[config.mk]
export PLATFORM = sky130hd
export DESIGN_NAME = bat_level_gen
export DESIGN_NICKNAME = d
export VERILOG_FILES = /design/src/rtl/bat_pkg.sv /design/src/rtl/vsync_tick.sv /design/src/rtl/bat_level_gen.sv
export SDC_FILE = /design/constraint.sdc
export NUM_CORES = 1
export LEC_CHECK = 0
export ABC_AREA = 1
export CAP_MARGIN = 10
export CORE_UTILIZATION = 51
export DETAILED_ROUTE_END_ITERATION = 6
export PLACE_DENSITY = 0.76
export SLEW_MARGIN = 20
export SYNTH_ARGS = -nofsm -noshare
export SYNTH_HDL_FRONTEND = slang
export SYNTH_HIERARCHICAL = 1
export SYNTH_SLANG_ARGS = --single-unit
[constraint.sdc]
create_clock -name clk -period 4.3 [get_ports clk]
set_input_delay 0.43 -clock clk [delete_from_list [all_inputs] [get_ports clk]]
set_output_delay 0.43 -clock clk [all_outputs]
set_load 0.05 [all_outputs]
[src/rtl/bat_pkg.sv]
// Shared definitions for the battery bar generator: default sizes, FSM states
// and the thermometer-mask helper.
package bat_pkg;

  localparam int SEGS_DEF = 28;
  localparam int LW_DEF   = 5;
  localparam int MAX_SEGS = 64;

  typedef enum logic [1:0] {
    IDLE = 2'd0,
    WAIT = 2'd1,
    STEP = 2'd2
  } state_t;

  // Thermometer mask, wide enough for any supported SEGS; callers truncate.
  function automatic logic [MAX_SEGS-1:0] therm(input int unsigned level);
    logic [MAX_SEGS-1:0] m;
    m = '0;
    for (int unsigned i = 0; i < MAX_SEGS; i++) begin
      m[i] = (i < level);
    end
    return m;
  endfunction

endpackage

[src/rtl/vsync_tick.sv]
// Brings the renderer's active-low vsync into clk and emits a one-cycle
// frame_tick three cycles after each falling edge.
module vsync_tick (
  input  logic clk,
  input  logic rst,
  input  logic vsync,
  output logic frame_tick
);

  logic vs_p0, vs_p1, vs_p2;

  // Flops reset high so an idle-high vsync never looks like a falling edge.
  always_ff @(posedge clk or posedge rst) begin
    if (rst) begin
      vs_p0      <= 1'b1;
      vs_p1      <= 1'b1;
      vs_p2      <= 1'b1;
      frame_tick <= 1'b0;
    end else begin
      vs_p0      <= vsync;
      vs_p1      <= vs_p0;
      vs_p2      <= vs_p1;
      frame_tick <= vs_p2 & ~vs_p1;
    end
  end

endmodule

[src/rtl/bat_level_gen.sv]
// Battery bar mask generator: animates the displayed level one segment per
// STEP_FRAMES frames toward the requested level. Optional macro: BAT_LOW_BLINK_EN.
module bat_level_gen
  import bat_pkg::*;
#(
  parameter int SEGS         = SEGS_DEF,
  parameter int LW           = LW_DEF,
  parameter int STEP_FRAMES  = 2,
  parameter int LOW_THRESH   = 5,
  parameter int BLINK_FRAMES = 16
) (
  input  logic            clk,
  input  logic            rst,
  input  logic [LW-1:0]   level_in,
  input  logic            level_valid,
  output logic            level_ready,
  input  logic            vsync,
  output logic [SEGS-1:0] bat,
  output logic [LW-1:0]   bat_level,
  output logic            busy
);

  localparam int FW = 8;

  if (2**LW <= SEGS)     begin : g_bad_lw    $error("LW too narrow for SEGS");     end
  if (STEP_FRAMES < 1)   begin : g_bad_step  $error("STEP_FRAMES must be >= 1");   end
  if (BLINK_FRAMES < 1)  begin : g_bad_blink $error("BLINK_FRAMES must be >= 1");  end
  if (LOW_THRESH > SEGS) begin : g_bad_low   $error("LOW_THRESH exceeds SEGS");    end

  logic          frame_tick;
  state_t        state;
  logic [LW-1:0] cur, target, step_tgt, next_cur, clamped;
  logic [FW-1:0] fcnt;
  logic          accept;

  vsync_tick u_vsync (
    .clk        (clk),
    .rst        (rst),
    .vsync      (vsync),
    .frame_tick (frame_tick)
  );

  assign accept  = level_valid & level_ready;
  assign clamped = (level_in > LW'(SEGS)) ? LW'(SEGS) : level_in;

  // step_tgt is latched at the tick, so a target arriving with that tick
  // only affects later steps.
  always_comb begin
    next_cur = cur;
    if (step_tgt > cur)      next_cur = cur + 1'b1;
    else if (step_tgt < cur) next_cur = cur - 1'b1;
  end

`ifdef BAT_LOW_BLINK_EN
  logic [FW-1:0] blink_fc;
  logic          blink_off;
`endif

  always_ff @(posedge clk or posedge rst) begin
    if (rst) begin
      state       <= IDLE;
      cur         <= '0;
      target      <= '0;
      step_tgt    <= '0;
      fcnt        <= '0;
      bat         <= '0;
      bat_level   <= '0;
      busy        <= 1'b0;
      level_ready <= 1'b1;
`ifdef BAT_LOW_BLINK_EN
      blink_fc    <= '0;
      blink_off   <= 1'b0;
`endif
    end else begin
      if (accept) target <= clamped;
      bat_level <= cur;
      busy      <= (cur != target);
`ifdef BAT_LOW_BLINK_EN
      if (bat_level != '0 && bat_level <= LW'(LOW_THRESH)) begin
        if (frame_tick) begin
          if (blink_fc == FW'(BLINK_FRAMES - 1)) begin
            blink_fc  <= '0;
            blink_off <= ~blink_off;
          end else begin
            blink_fc <= blink_fc + 1'b1;
          end
        end
      end else begin
        blink_fc  <= '0;
        blink_off <= 1'b0;
      end
      bat <= blink_off ? '0 : SEGS'(therm(32'(cur)));
`else
      bat <= SEGS'(therm(32'(cur)));
`endif
      case (state)
        IDLE: begin
          fcnt <= '0;
          if (cur != target) state <= WAIT;
        end
        WAIT: begin
          if (cur == target) begin
            state <= IDLE;
          end else if (frame_tick) begin
            if (fcnt == FW'(STEP_FRAMES - 1)) begin
              state       <= STEP;
              fcnt        <= '0;
              step_tgt    <= target;
              level_ready <= 1'b0;
            end else begin
              fcnt <= fcnt + 1'b1;
            end
          end
        end
        STEP: begin
          cur         <= next_cur;
          state       <= (next_cur == target) ? IDLE : WAIT;
          level_ready <= 1'b1;
        end
        default: begin
          state       <= IDLE;
          level_ready <= 1'b1;
        end
      endcase
    end
  end

endmodule

## Word level (Yosys, flattened, before mapping)

Cells that the tools add are included.

- Mux-type cells: 17
- Eq/ne operators: 12
- Reduce and logical (&&, ||, !) cells: 6
- Add/subtract/negate cells: 3
- Bitwise operators: 5
- Order comparisons: 31

Operators by type and width:

| operator | count |
|---|---|
| $lt 5x5->1 const A | 12 |
| $lt 4x5->1 const A | 8 |
| $mux 8 | 3 |
| $lt 3x5->1 const A | 4 |
| $pmux 8 s2 | 1 |
| $mux 5 | 3 |
| $eq 5x5->1 | 2 |
| $lt 1x5->1 const A | 2 |
| $lt 2x5->1 const A | 2 |
| $add 8x1->8 const B | 1 |
| $eq 8x1->1 const B | 1 |
| $mux 2 | 4 |
| $reduce_and 4->1 | 2 |
| $ne 2x2->1 const B | 3 |
| $pmux 2 s3 | 1 |
| $reduce_and 3->1 | 2 |
| $add 5x1->5 const B | 1 |
| $gt 5x5->1 | 1 |
| $gt 5x5->1 const B | 1 |
| $lt 5x5->1 | 1 |
| $ne 5x5->1 | 1 |
| $sub 5x1->5 const B | 1 |
| $mux 1 | 4 |
| $ne 3x2->1 const B | 1 |
| other kinds (9) | 12 |

- Flip-flop bits (word level): 64
- Word-level logic and storage cells: 87
- Output and inout port bits: 35
- Input bits: 9

## Depth between registers and ports, before layout

- Word-level depth: 6
- Mapped depth: 18
- Depth with buffers taken out: 16

## By module

The synthesis kept the hierarchy.

By module, submodules not included:

| module | instances | area an instance (sq um) | seq. area each (sq um) | cells an instance |
|---|---|---|---|---|
| bat_level_gen | 1 | 2,777.7 | 1,477.7 | 306 |
| vsync_tick | 1 | 117.6 | 103.8 | 7 |

## Worst setup path before layout

OpenSTA, ideal clock, no wires.

- Kind: reg-to-reg
- Start: reg cur[4]
- End: reg state[0]
- Path slack: 2.205 ns
- Setup time: 0.121 ns
- Arrival time: 1.975 ns
- Clock period less this slack: 2.095 ns
- Stages on the path, launching flop included: 19
- Required time: 4.179 ns
- Buffers on the path: 2
- Cells stage by stage: dfrtp_1 -> buf_6 -> inv_1 -> clkbuf_1 -> ha_1 -> nand2_1 -> nor2_1 -> nand2_1 -> nand3_4 -> nand2_1 -> nand2_1 -> nand2_1 -> nand2_1 -> nand2_1 -> nand2_1 -> nor2_1 -> nand2_1 -> nand2_1 -> nand2_1

- Cells in the longest elaborated chain, start to end: 6
- Elaborated cells between the ends (all ways): 16
- Classes of those cells: 2 x add/sub; 2 x order compare; 6 x eq/ne; 5 x mux; 1 x reduce/logical

RTL lines:

| element | RTL line | text |
|---|---|---|
| start, declared | bat_level_gen.sv:32 | `logic [LW-1:0] cur, target, step_tgt, next_cur, clamped;` |
| start signal, assigned | bat_level_gen.sv:116 | `cur <= next_cur;` |
| $sub 5x1->5 or $lt 5x5->1 (tied branches) | bat_level_gen.sv:51 | `else if (step_tgt < cur) next_cur = cur - 1'b1;` |
| $mux 5 | bat_level_gen.sv:51 |  |
| $mux 5 | bat_level_gen.sv:50 | `if (step_tgt > cur) next_cur = cur + 1'b1;` |
| $eq 5x5->1 | bat_level_gen.sv:117 | `state <= (next_cur == target) ? IDLE : WAIT;` |
| $mux 1 | bat_level_gen.sv:117 |  |
| $pmux 2 s3 | bat_level_gen.sv:96 | `case (state)` |
| end signal, assigned | bat_level_gen.sv:117 |  |
| end, declared | bat_level_gen.sv:31 | `state_t state;` |

Several ways; a longest one is shown, not always the timed one.
A chain may end at the register's enable or synchronous reset.

## Worst setup path in the final report

- Start: reg cur[2]
- End: reg state[0]

The elaborated chain is that of the path after synthesis.

==> metrics.md <==
| Metric | Value |
|---|---|
| Status | completed |
| Synthesized flop and latch total | 63 |
| Layout cells sized above 1 | 0.0984 |
| Clock power frac | 0.156 |
| Core footprint | 5470 µm² |
| I/O pin count | 44 |
| Mapped Nets | 332 |
| # resized after CTS | 0 |
| CP Max Fanout | 10 |
| Achievable Freq | 402 MHz |
| Hold Path Class | in2async |
| Final ANT Viol Nets | 0 |
| Fraction of registers with async set/reset | 1.00 |
| Avg WL per Cell | 12.4 µm |
| Die W | 77.3 µm |
| EDFF count, synth | 0 |
| Vias per std cell | 4.93 |
| Clock Sinks | 63 |
| Synth top area share | 0.510 |
| Slew headroom | 0.525 |
| Sequential cell fraction of total power | 0.329 |
| Worst-path clk slew | 70 ps |
| Critical path required time | 4530 ps |
| Critical Path Max Stage Delay | 590 ps |
| Num rows | 27 |
| Largest cells by area after synthesis | dfrtp_1 51%, nand2_1 10%, inv_1 5.7%, ha_1 4.3%, o21ai_0 3.8% |
| Fin crit period | 2490 ps |
| Synth Cell Area | 2900 µm² |
| Post-CTS setup buffers | 0 |
| CTS Buf Count | 9 |
| Worst-Margin Slew | 713 ps |
| Synth warnings | 6 |
| PD cells | 799 nW/µm² |
| DPL Wire Length | 3930 µm |
| Area leader, netlist | dfrtp_1 |
| Starting Density | 0.529 |
| Die height | 77.3 µm |
| Switching power | 0.00136 W |
| Clock skew | 6.98 ps |
| Synth-to-layout area growth | 21.7% |
| CP Data Arrival Time | 2720 ps |
| Fin crit share | 0.579 |
| Net switching fraction of the power | 0.483 |
| Pint | 0.00145 W |
| Filler cells | 477 |
| Crit start category | flop |
| Post-Route WL | 5420 µm |
| # Max-Cap Violations | 0 |
| Final setup TNS | 0 ps |
| Drt pass-1 iters | 4 |
| Grt total ovfl | 0 |
| Vias post-DR | 2,160 |
| Final Max Slew Viols | 0 |
| Root buffer selected by CTS | clkbuf_8 |
| Setup CP Type | reg2reg |
| Combinational power share | 0.515 |
| Fin nets | 380 |
| Die area | 5980 µm² |
| Most frequent cell after synthesis | nand2_1 |
| CP max stage cell | dfrtp_1 |
| Primary FF master, synth | dfrtp_1 |
| Clock Path Buffers | 2 |
| Placement Cell Area | 3360 µm² |
| Iteration-0 DRC count of the detailed router | 155 |
| Peak VDD IR | 0.000346 V |
| Largest net degree at the start of global routing | 60 |
| Final Setup Violations | 0 |
| CTS Hold Bufs | 0 |
| Final Instance Area | 3520 µm² |
| Global-route wire length before repair | 9670 µm |
| Initial antenna violation count | 0 |
| Leakage power | 1.78 nW |
| Gp weighted congestion | 0.861 |
| Seq/Total Area, Yosys | 0.546 |
| Gr usage total | 0.216 |
| H-tree levels | 3 |
| Critical-path cell list | clkinv_1, ha_1, nand2_1, nor2_1, nand2_1, nand3_4, inv_2, nand2_1, nand3_1, nand2_1, nand2_1, nor2_1, nand2_1, nand2_1, nand2_1 |
| CTS tree | done |
| Final Hold Fails | 0 |
| Detailed-route DRC error count | 0 |
| Vias in the first global route | 2,075 |
| Top cells by count, synth | 79 x nand2_1, 59 x dfrtp_1, 44 x inv_1 |
| Most frequent CP cell | nand2_1 |
| Syn_area_per_cell | 9.25 µm² |
| ANT cells | 0 |
| CP endpoint kind | flop |
| Post-Synthesis Cells | 313 |
| Port Buf Inserts | 43 |
| Yosys cell types | 29 |
| Worst skew pair latency | 350 ps |
| RSZ-0062 raised after global routing | false |
[per-stage QoR]
| stage | hold slack, ps | setup slack [ps] | utilization | power (W) | std cells |
|---|---|---|---|---|---|
| 2_1_floorplan | 194 | 2200 | - | 0.00202 | 313 |
| 3_3_place_gp | 346 | 1880 | 0.613 | 0.00237 | 422 |
| 4_1_cts | 302 | 1800 | 0.644 | 0.00284 | 438 |
| 5_1_grt | 329 | 1500 | 0.644 | 0.00304 | 438 |
| 6_report | 311 | 1810 | 0.644 | 0.00281 | 438 |
| 3_5_place_dp | 351 | 1810 | 0.613 | 0.00239 | 422 |
[cell usage in the layout, fill, tap and decap left out, drive strengths merged]
cell | Yosys | routed
inv | 50 | 50
nand3b | 2 | 2
xnor2 | 3 | 3
clkbuf | 1 | 11
nor2 | 21 | 21
nand3 | 15 | 15
ha | 10 | 10
nand4 | 6 | 6
dfstp | 4 | 4
o22ai | 2 | 2
clkinv | 1 | 2
nor3 | 4 | 4
a21oi | 7 | 7
buf | 6 | 1
o21ai | 22 | 22
o31ai | 6 | 6
dfrtp | 59 | 59
xor2 | 11 | 11
clkdlybuf4s50 | 0 | 43
nand2 | 81 | 81
nor4 | 2 | 2
clkinvlp | 0 | 4
[kinds of logic (layout without fill, tap and decap cells)]
logic type,Yosys count,in the layout,share of synthesized area
AND/OR/NAND/NOR,131,131,0.201
flip-flops,63,63,0.546
buffers and inverters,58,111,0.0895
AO/OA/AOI/OAI,37,37,0.0700
XOR/XNOR,14,14,0.0501
adder cells (fa/ha/maj),10,10,0.0432
[state kept, by name, indices dropped and copies added (netlist names)]
signal and count:
target 5, u_vsync/frame_tick 1, bat_level 4, step_tgt 5
state 2, u_vsync/vs_p2 1, cur 5, bat 28
busy 1, level_ready 1, u_vsync/vs_p1 1, fcnt 8
u_vsync/vs_p0 1
[critical path: cells and delay by family (launching register included)]
| kind | cells | cell delay, ps |
|---|---|---|
| AND/OR/NAND/NOR | 12 | 970 |
| flip-flops | 1 | 590 |
| buffers and inverters | 2 | 410 |
| adder cells (fa/ha/maj) | 1 | 400 |
[power by group through the flow]
| stage | logic, W | clock network, W | registers (W) |
|---|---|---|---|
| final | 0.00145 | 0.000438 | 0.000927 |
| after global routing | 0.00162 | 0.000471 | 0.000952 |
| after CTS | 0.00146 | 0.000448 | 0.000930 |
| after detailed placement | 0.00145 | 0 | 0.000941 |
| after global placement | 0.00144 | 0 | 0.000935 |
| after floorplan | 0.000779 | 0 | 0.00125 |
[path summary, 6_finish.rpt]
kind / startpoint / endpoint / slack, ps / cells after the start
setup / recovery: cur[2] / state[0] / 1810 / 15
hold / removal: rst / u_vsync/frame_tick / 310 / 2
setup reg to reg: cur[2] / state[0] / 1810 / 15
hold reg to reg: u_vsync/vs_p0 / u_vsync/vs_p1 / 370 / 0
max in group asynchronous: rst / bat_level[2] / 3210 / 3
min in group clk: u_vsync/vs_p0 / u_vsync/vs_p1 / 370 / 0
[layer usage]
metal	share of wire	global-route usage
met3	0.042	0.0600
met4	0.019	0.108
met1	0.46	0.273
met2	0.48	0.342
met5	0	0
[area by class of cell]
| cell class | instances | area [µm²] | area share |
|---|---|---|---|
| clock buffers | 11 | 131 | 0.0373 |
| clock inverters | 5 | 35.0 | 0.00995 |
| inverters | 51 | 191 | 0.0544 |
| multi-input cells | 192 | 1050 | 0.299 |
| flip-flops and latches | 63 | 1580 | 0.449 |
| well taps | 72 | 90.1 | 0.0256 |
| repair buffers | 44 | 438 | 0.124 |
No activity file was read; power rests on OpenSTA's default activity.
